==> src/rtl/pipe_stall_if.sv <==
// pipe_stall_if: bundles the hazard/branch/SRAM status inputs and the per-register pipeline
// controls exchanged between the pipeline datapath and pipe_stall_ctrl.
//   master : pipeline side, drives hazard_detected, branch_taken, mem_req, sram_ready
//            and receives the freeze/flush/bubble controls, mem_error and the counters.
//   slave  : pipe_stall_ctrl side, the mirror image of master.
// Parameter CNT_W must match the CNT_W of the attached pipe_stall_ctrl.
interface pipe_stall_if #(
    parameter int unsigned CNT_W = 16
) ();
    logic             hazard_detected;
    logic             branch_taken;
    logic             mem_req;
    logic             sram_ready;
    logic             freeze_pc;
    logic             freeze_if_id;
    logic             freeze_id_ex;
    logic             freeze_ex_mem;
    logic             flush_if_id;
    logic             bubble_id_ex;
    logic             bubble_mem_wb;
    logic             mem_error;
    logic [CNT_W-1:0] stall_cnt;
    logic [CNT_W-1:0] flush_cnt;

    modport master (
        output hazard_detected, branch_taken, mem_req, sram_ready,
        input  freeze_pc, freeze_if_id, freeze_id_ex, freeze_ex_mem,
        input  flush_if_id, bubble_id_ex, bubble_mem_wb, mem_error, stall_cnt, flush_cnt
    );

    modport slave (
        input  hazard_detected, branch_taken, mem_req, sram_ready,
        output freeze_pc, freeze_if_id, freeze_id_ex, freeze_ex_mem,
        output flush_if_id, bubble_id_ex, bubble_mem_wb, mem_error, stall_cnt, flush_cnt
    );
endinterface

==> src/rtl/pipe_stall_ctrl.sv <==
// pipe_stall_ctrl: turns load-use hazards, taken branches and SRAM waits into freeze, flush
// and bubble controls for the PC, IF/ID, ID/EX, EX/MEM and MEM/WB registers.
// Ports:
//   clk  : clock, all state updates on the rising edge
//   rst  : asynchronous active-low reset; forces every control output to 0 while low
//   bus  : pipe_stall_if.slave carrying the status inputs, the controls, the sticky
//          mem_error flag and the saturating stall_cnt / flush_cnt counters
// Controls are combinational from state and current inputs (act in the same cycle).
// A memory wait longer than MAX_WAIT cycles locks the controller in StMemErr until reset.
module pipe_stall_ctrl #(
    parameter int unsigned CNT_W    = 16,
    parameter int unsigned MAX_WAIT = 64,
    parameter int unsigned WAIT_W   = 7
) (
    input logic        clk,
    input logic        rst,
    pipe_stall_if.slave bus
);

    typedef enum logic [1:0] {
        StRun,
        StMemWait,
        StMemErr
    } state_e;

    state_e             state_q, state_d;
    logic [WAIT_W-1:0]  wait_q, wait_d;
    logic               mem_error_q, mem_error_d;
    logic [CNT_W-1:0]   stall_cnt_q, stall_cnt_d;
    logic [CNT_W-1:0]   flush_cnt_q, flush_cnt_d;

    // Ungated stall sources; combined with rst below.
    logic mem_stall;
    logic br_flush;
    logic ld_stall;

    logic freeze_pc;
    logic flush_if_id;

    always_comb begin
        state_d   = state_q;
        wait_d    = wait_q;
        mem_stall = 1'b0;
        br_flush  = 1'b0;
        ld_stall  = 1'b0;
        unique case (state_q)
            StRun: begin
                if (bus.mem_req && !bus.sram_ready) begin
                    mem_stall = 1'b1;
                    state_d   = StMemWait;
                    wait_d    = WAIT_W'(1);
                end else if (bus.branch_taken) begin
                    br_flush = 1'b1;
                end else if (bus.hazard_detected) begin
                    ld_stall = 1'b1;
                end
            end
            StMemWait: begin
                if (!bus.sram_ready) begin
                    mem_stall = 1'b1;
                    if (wait_q == WAIT_W'(MAX_WAIT)) begin
                        state_d = StMemErr;
                    end else begin
                        wait_d = wait_q + 1'b1;
                    end
                end else begin
                    // Access completes: pipeline advances, branch/hazard act this cycle.
                    state_d = StRun;
                    wait_d  = '0;
                    if (bus.branch_taken) begin
                        br_flush = 1'b1;
                    end else if (bus.hazard_detected) begin
                        ld_stall = 1'b1;
                    end
                end
            end
            StMemErr: begin
                mem_stall = 1'b1;
            end
            default: begin
                state_d = StRun;
                wait_d  = '0;
            end
        endcase
    end

    assign mem_error_d = mem_error_q | (state_d == StMemErr);

    assign freeze_pc   = rst & (mem_stall | ld_stall);
    assign flush_if_id = rst & br_flush;

    always_comb begin
        stall_cnt_d = stall_cnt_q;
        flush_cnt_d = flush_cnt_q;
        if (freeze_pc && (stall_cnt_q != '1)) begin
            stall_cnt_d = stall_cnt_q + 1'b1;
        end
        if (flush_if_id && (flush_cnt_q != '1)) begin
            flush_cnt_d = flush_cnt_q + 1'b1;
        end
    end

    always_ff @(posedge clk or negedge rst) begin
        if (!rst) begin
            state_q     <= StRun;
            wait_q      <= '0;
            mem_error_q <= 1'b0;
            stall_cnt_q <= '0;
            flush_cnt_q <= '0;
        end else begin
            state_q     <= state_d;
            wait_q      <= wait_d;
            mem_error_q <= mem_error_d;
            stall_cnt_q <= stall_cnt_d;
            flush_cnt_q <= flush_cnt_d;
        end
    end

    assign bus.freeze_pc     = freeze_pc;
    assign bus.freeze_if_id  = freeze_pc;
    assign bus.freeze_id_ex  = rst & mem_stall;
    assign bus.freeze_ex_mem = rst & mem_stall;
    assign bus.flush_if_id   = flush_if_id;
    assign bus.bubble_id_ex  = rst & (br_flush | ld_stall);
    assign bus.bubble_mem_wb = rst & mem_stall;
    assign bus.mem_error     = mem_error_q;
    assign bus.stall_cnt     = stall_cnt_q;
    assign bus.flush_cnt     = flush_cnt_q;

endmodule

==> src/flat_wrapper.sv <==
// flat-port wrapper written by rule: the top's interface ports become plain ports
module pipe_stall_ctrl_flat 
#(
    parameter int unsigned CNT_W    = 16,
    parameter int unsigned MAX_WAIT = 64,
    parameter int unsigned WAIT_W   = 7
)
  (clk, rst, bus_hazard_detected, bus_branch_taken, bus_mem_req, bus_sram_ready, bus_freeze_pc, bus_freeze_if_id, bus_freeze_id_ex, bus_freeze_ex_mem, bus_flush_if_id, bus_bubble_id_ex, bus_bubble_mem_wb, bus_mem_error, bus_stall_cnt, bus_flush_cnt);
  pipe_stall_if #(.CNT_W(CNT_W)) bus_i ();
  input logic clk;
  input logic rst;
  input wire logic [$bits(bus_i.hazard_detected)-1:0] bus_hazard_detected;
  input wire logic [$bits(bus_i.branch_taken)-1:0] bus_branch_taken;
  input wire logic [$bits(bus_i.mem_req)-1:0] bus_mem_req;
  input wire logic [$bits(bus_i.sram_ready)-1:0] bus_sram_ready;
  output wire logic [$bits(bus_i.freeze_pc)-1:0] bus_freeze_pc;
  output wire logic [$bits(bus_i.freeze_if_id)-1:0] bus_freeze_if_id;
  output wire logic [$bits(bus_i.freeze_id_ex)-1:0] bus_freeze_id_ex;
  output wire logic [$bits(bus_i.freeze_ex_mem)-1:0] bus_freeze_ex_mem;
  output wire logic [$bits(bus_i.flush_if_id)-1:0] bus_flush_if_id;
  output wire logic [$bits(bus_i.bubble_id_ex)-1:0] bus_bubble_id_ex;
  output wire logic [$bits(bus_i.bubble_mem_wb)-1:0] bus_bubble_mem_wb;
  output wire logic [$bits(bus_i.mem_error)-1:0] bus_mem_error;
  output wire logic [$bits(bus_i.stall_cnt)-1:0] bus_stall_cnt;
  output wire logic [$bits(bus_i.flush_cnt)-1:0] bus_flush_cnt;
  assign bus_i.hazard_detected = bus_hazard_detected;
  assign bus_i.branch_taken = bus_branch_taken;
  assign bus_i.mem_req = bus_mem_req;
  assign bus_i.sram_ready = bus_sram_ready;
  assign bus_freeze_pc = bus_i.freeze_pc;
  assign bus_freeze_if_id = bus_i.freeze_if_id;
  assign bus_freeze_id_ex = bus_i.freeze_id_ex;
  assign bus_freeze_ex_mem = bus_i.freeze_ex_mem;
  assign bus_flush_if_id = bus_i.flush_if_id;
  assign bus_bubble_id_ex = bus_i.bubble_id_ex;
  assign bus_bubble_mem_wb = bus_i.bubble_mem_wb;
  assign bus_mem_error = bus_i.mem_error;
  assign bus_stall_cnt = bus_i.stall_cnt;
  assign bus_flush_cnt = bus_i.flush_cnt;
  pipe_stall_ctrl #(.CNT_W(CNT_W), .MAX_WAIT(MAX_WAIT), .WAIT_W(WAIT_W)) u_core (.clk(clk), .rst(rst), .bus(bus_i));
endmodule
==> config.mk <==
export PLATFORM = sky130hd
export DESIGN_NAME = pipe_stall_ctrl_flat
export DESIGN_NICKNAME = d
export VERILOG_FILES = /design/src/rtl/pipe_stall_if.sv /design/src/rtl/pipe_stall_ctrl.sv /design/src/flat_wrapper.sv
export SDC_FILE = /design/constraint.sdc
export NUM_CORES = 1
export LEC_CHECK = 0
export BUFFER_PORTS_ARGS = -buffer_cell sky130_fd_sc_hd__buf_4
export CAP_MARGIN = 10
export CORE_UTILIZATION = 50
export DETAILED_ROUTE_END_ITERATION = 16
export GPL_TIMING_DRIVEN = 0
export PLACE_DENSITY = 0.73
export SKIP_LAST_GASP = 1
export SYNTH_ARGS = -nofsm -noshare
export SYNTH_HDL_FRONTEND = slang
export SYNTH_SLANG_ARGS = --single-unit
export TNS_END_PERCENT = 10
==> constraint.sdc <==
create_clock -name clk -period 3.1 [get_ports clk]
set_input_delay 0.62 -clock clk [delete_from_list [all_inputs] [get_ports clk]]
set_output_delay 0.62 -clock clk [all_outputs]
set_load 0.1 [all_outputs]
Word level (Yosys, flattened, before mapping)
Cells that the tools add are included.
{ "totals": {"elab_cells": 50, "register_bits": 42} }
{ "op_classes": {"add_sub_neg": 3, "n_bitwise": 8, "mux": 20, "n_reduce_logical": 6, "eq_ne": 8} }
{ "ops": {"columns": ["cell", "n"], "rows": [
  ["$add 16x1->16 const B", 2],
  ["$ne 16x16->1 const B", 2],
  ["$mux 7", 3],
  ["$pmux 7 s3", 1],
  ["$mux 1", 9],
  ["$add 7x1->7 const B", 1],
  ["$eq 7x7->1 const B", 1],
  ["$mux 2", 3],
  ["$pmux 2 s3", 1],
  ["$and 1x1->1", 4],
  ["$eq 2x2->1 const B", 2],
  ["$pmux 1 s2", 2],
  ["$logic_and 1x1->1", 3],
  ["$ne 3x3->1 const B", 1],
  ["$or 1x1->1", 3],
  ["$pmux 1 s3", 1],
  ["$reduce_and 3->1", 1],
  ["$eq 2x1->1 const B", 1],
  ["$logic_not 2->1", 1],
  ["$ne 2x1->1 const B", 1],
  ["$logic_not 1->1", 1],
  ["$not 1->1", 1]
]} }

Longest topological paths before layout
{ "depth": {"depth_word": 7, "mapped_depth": 6} }

Worst setup path before layout
Ideal clock, no wire load.
{ "synth_timing": {"path_type": "input to output", "start": "input port bus_mem_req", "end": "output port bus_bubble_id_ex", "setup_slack_ps": -423, "path_stages": 2, "arrival_time_ps": 2903, "cell_sequence": "o21ba_2 -> nor3_1"} }
{ "synth_between": {"elab_chain_len": 5, "elab_cells_between_ends": 7} }
{ "synth_lines": {"columns": ["item", "line_no", "source"], "rows": [
  ["start, declared", "flat_wrapper.sv:14", "input wire logic [$bits(bus_i.mem_req)-1:0] bus_mem_req;"],
  ["$logic_and 1x1->1 *", "pipe_stall_ctrl.sv:48", "if (bus.mem_req && !bus.sram_ready) begin"],
  ["$mux 1", "pipe_stall_ctrl.sv:48", null],
  ["$pmux 1 s2", "pipe_stall_ctrl.sv:46", "unique case (state_q)"],
  ["$or 1x1->1 *", "pipe_stall_ctrl.sv:124", "assign bus.bubble_id_ex = rst & (br_flush | ld_stall);"],
  ["$and 1x1->1 *", "pipe_stall_ctrl.sv:124", null],
  ["end, declared", "flat_wrapper.sv:21", "output wire logic [$bits(bus_i.bubble_id_ex)-1:0] bus_bubble_id_ex;"]
]} }
Every way passes the cells marked *; elsewhere a longest branch is shown, timed or not.

Worst setup path in the final report
{ "layout_timing": {"start": "input port rst", "end": "output port bus_flush_if_id"} }
{ "layout_between": {"elab_chain_len": 1} }
{ "layout_lines": {"columns": ["item", "line_no", "source"], "rows": [
  ["start, declared", "flat_wrapper.sv:11", "input logic rst;"],
  ["$and 1x1->1", "pipe_stall_ctrl.sv:90", "assign flush_if_id = rst & br_flush;"],
  ["end, declared", "flat_wrapper.sv:20", "output wire logic [$bits(bus_i.flush_if_id)-1:0] bus_flush_if_id;"]
]} }
No other way between the ends.

==> out/results.md <==
| Group | Parameter | Value |
| --- | --- | --- |
| status | Outcome | complete, no violations |
| die | Area of the die | 0.00488 mm^2 |
| die | Ports | 46 |
| logic synthesis | Post-synth EDFFs | 0 |
| clock network | Clock sink count | 42 |
| power and ir drop | Pwr Density | 683 mW/mm^2 |
| logic synthesis | YS warnings | 0 |
| routing | Number of DRC violations after detailed routing | 0 |
| logic synthesis | Number of distinct standard cells referenced by the synthesized netlist | 44 |
| routing | Vias after detailed routing | 1807 |
| setup path | CP cell instances | buf_4 -> and3b_1 -> and2_1 -> buf_2 -> buf_4 |
| global routing | Number of global-route vias before repair | 1710 |
| global routing | Maximum number of pins on one net before global-route repair | 47 |
| run | Maximum capacitance violations | 0 |
| timing | Period Utilization, post-route | 0.881 |
| logic synthesis | Sequential share of the synthesized area | 0.456 |
| clock network | CTS Root Buffer Type | sky130_fd_sc_hd__clkbuf_8 |
| layout | Antenna diode count | 0 |
| clock network | Number of buffers inserted for hold repair after clock tree synthesis | 0 |
| timing | Largest clock skew in the final design | 0.00572 ns |
| die | Die W | 69.9 um |
| timing | Max Clk Rate | 0.366 GHz |
| logic synthesis | Synthesized cell area | 0.00230 mm^2 |
| die | Core ar. | 0.00438 mm^2 |
| hold path | Worst min-delay path class | in -> async |
| logic synthesis | Synth Net Count | 232 |
| logic synthesis | Synth top area share | 0.456 |
| setup path | Dominant cell type by count on the critical path | sky130_fd_sc_hd__buf_4 |
| setup path | Worst reg2reg startpoint | u_core.bus.flush_cnt[0] |
| power and ir drop | Post-layout power | 0.00190 W |
| timing | Unrepaired setup endpoints after global routing | false |
| routing | Number of nets with antenna violations after detailed routing | 0 |
| placement | Final weighted congestion of routability-driven global placement | 0.767 |
| layout | Final #Nets | 284 |
| clock network | Number of post-CTS setup repair buffers | 0 |
| timing | Worst-Margin Slew | 0.566 ns |
| clock network | CTS-repair resized insts | 0 |
| routing | DRT iter0 DRCs | 83 |
| clock network | Largest buffer count on any clock path | 2 |
| layout | Ratio of cells with drive above 1 in the final layout | 0.263 |
| routing | DR pass1 iterations | 4 |
| routing | Via-to-Cell Ratio | 5.54 |
| power and ir drop | Worst vdd ir | 753 uV |
| clock network | CTS tree | built |
| global routing | Overflow left after global routing | 0 |
| placement | Placed wire-length estimate | 3280 um |
| layout | Non-filler cells in the finished layout | 326 |
| logic synthesis | Flip-flop cell with the highest count after synthesis | sky130_fd_sc_hd__dfrtp_1 |
| timing | Max Slew Vio Count | 0 |
| setup path | Reg-to-reg setup timing slack | 1.28 ns |
| timing | Max-slew headroom | 0.622 |
| setup path | Startpoint kind of the worst setup timing path | input port |
| clock network | Total clock buffers created by CTS | 5 |
| layout | Layout-stage area growth over the synthesis result | 21.0% |
| global routing | Number of antenna violations at the first check in global routing | 0 |
| setup path | End of the worst register-to-register path | u_core.bus.flush_cnt[1] |
| logic synthesis | Avg Inst Size Synth | 10.4 um^2 |
| setup path | CP endpoint | bus_flush_if_id |
| logic synthesis | Dominant cell type by area after synthesis | sky130_fd_sc_hd__dfrtp_1 |
| power and ir drop | Pleak | 1.37 nW |
| die | Die outline height | 69.9 um |
| timing | Final count of negative-setup-slack endpoints | 0 |
| setup path | Required time of the critical path | 2.48 ns |
| placement | I/O Buffers | 45 |
| timing | Fin Hold WS | 0.317 ns |
| placement | Dpl cells | 319 |
| layout | Most common cell after layout, fill and taps aside | sky130_fd_sc_hd__buf_4 |
| setup path | Sort of element at the end of the critical path | output port |
| setup path | Worst Reg-to-Reg Cells | 5 |
| setup path | Signal arrival time at the worst endpoint | 2.11 ns |
| setup path | Slowest-stage cell, CP | sky130_fd_sc_hd__buf_4 |
| clock network | Clock network latency to the later pin of the worst-skew pair | 0.29 ns |
| global routing | GRT Resource Usage Total | 0.200 |
| clock network | Register clock-pin slew on the reported worst setup and hold paths | 0.08 ns |
| logic synthesis | Cells after Synth | 222 |
| layout | Commonest cells after routing, fill and taps aside | 49 x sky130_fd_sc_hd__buf_4, 42 x sky130_fd_sc_hd__dfrtp_1, 23 x sky130_fd_sc_hd__nand2_1 |
| routing | Drt wl/cell | 14.1 um |
| placement | Instance area at placement | 0.00271 mm^2 |
| setup path | Category of the most critical setup path | in -> out |
| clock network | H-tree depth | 2 |
| global routing | First-pass GRT wire length | 7990 um |
| logic synthesis | Top cells by area in the synthesized netlist | sky130_fd_sc_hd__dfrtp_1 46%, sky130_fd_sc_hd__xnor2_1 4.9%, sky130_fd_sc_hd__xor2_1 4.6% |
| logic synthesis | Ys async rst share | 1.00 |
| die | Initial core utilization | 0.525 |
| setup path | Setup crit start | rst |
| setup path | Delay of the slowest cell on the worst path | 0.45 ns |
| logic synthesis | FF+latch count, synth | 42 |
| timing | Final Critical Period | 2.73 ns |
| setup path | Maximum fanout along the worst path | 46 |
| routing | Drt total wl | 4610 um |
| die | Placement row count | 24 |
| layout | Final cell area excluding filler cells | 0.00279 mm^2 |
| timing | Final count of hold timing violations | 0 |
critical path: cells and delay by family:
kind          cells  cell delay [ns]
simple gates      2             0.45
buf+inv           3             1.00
cell families after synthesis:
logic type / Yosys count / synth area share
compound gates: 25 / 0.0885
xor+xnor: 25 / 0.0951
fa+ha+maj: 4 / 0.0217
buf+inv: 15 / 0.0359
flops: 42 / 0.456
mux: 8 / 0.0380
simple gates: 103 / 0.265
where the power goes:
| part | internal, W | leakage, nW | switching (W) | total (W) |
|---|---|---|---|---|
| sequential | 0.000622 | 0.553 | 0.000102 | 0.000724 |
| clock | 0.000155 | 0.0383 | 0.000177 | 0.000332 |
| combinational | 0.000183 | 0.776 | 0.000664 | 0.000847 |
Yosys cell counts (4+ instances only):
library cell / count
sky130_fd_sc_hd__and3_1: 10
sky130_fd_sc_hd__nand4_1: 9
sky130_fd_sc_hd__nand3_1: 14
sky130_fd_sc_hd__and4_1: 5
sky130_fd_sc_hd__mux2_1: 4
sky130_fd_sc_hd__xor2_1: 12
sky130_fd_sc_hd__xnor2_1: 13
sky130_fd_sc_hd__inv_1: 7
sky130_fd_sc_hd__nand2_1: 23
sky130_fd_sc_hd__ha_1: 4
sky130_fd_sc_hd__nor3_1: 12
sky130_fd_sc_hd__o211ai_1: 5
sky130_fd_sc_hd__nor4_1: 4
sky130_fd_sc_hd__dfrtp_1: 42
sky130_fd_sc_hd__o21ai_0: 4
sky130_fd_sc_hd__o2111ai_1: 4
sky130_fd_sc_hd__buf_4: 4
sequential cells by signal (all words and copies together), names as in the netlist:
register / flops
u_core.bus.flush_cnt: 16
u_core.bus.mem_error: 1
u_core.bus.stall_cnt: 16
u_core.state_q: 2
u_core.wait_q: 7
layout make-up:
cell class              instances  area [um^2]
flip-flops and latches         42         1050
well taps                      52         65.1
repair buffers                 45          338
inverters                       7         26.3
plain buffers                   8         56.3
multi-input cells             165         1170
clock buffers                   7         76.3
fillers                       384         1600
routing by layer:
| metal | up-vias | part of all wire | global-route usage |
|---|---|---|---|
| met5 | - | 0 | 0 |
| met4 | 0 | 0.0078 | 0.0533 |
| met3 | 4 | 0.028 | 0.0303 |
| met2 | 28 | 0.46 | 0.316 |
| met1 | 865 | 0.50 | 0.289 |
| li1 | 910 | - | - |
worst min-delay path by stage:
| stage | from | endpoint | slack, ns | cells past startpoint |
|---|---|---|---|---|
| final | rst | u_core.state_q[0] | 0.32 | 1 |
| after global routing | rst | u_core.wait_q[4] | 0.38 | 1 |
| after detailed placement | u_core.bus.flush_cnt[9] | u_core.bus.flush_cnt[9] | 0.49 | 1 |
| after global placement | u_core.bus.flush_cnt[9] | u_core.bus.flush_cnt[9] | 0.49 | 1 |
| after CTS | rst | u_core.state_q[0] | 0.35 | 1 |
| after floorplan | rst | u_core.bus.flush_cnt[0] | 0.32 | 0 |
per-stage QoR:
| stage | setup WS (ns) | setup TNS, ns | util |
|---|---|---|---|
| 2_1_floorplan | -0.410 | -0.820 | - |
| 3_3_place_gp | 0.321 | 0 | 0.618 |
| 3_5_place_dp | 0.317 | 0 | 0.618 |
| 4_1_cts | 0.307 | 0 | 0.636 |
| 5_1_grt | 0.185 | 0 | 0.636 |
| 6_report | 0.369 | 0 | 0.636 |
No activity file was read; power rests on OpenSTA's default activity.
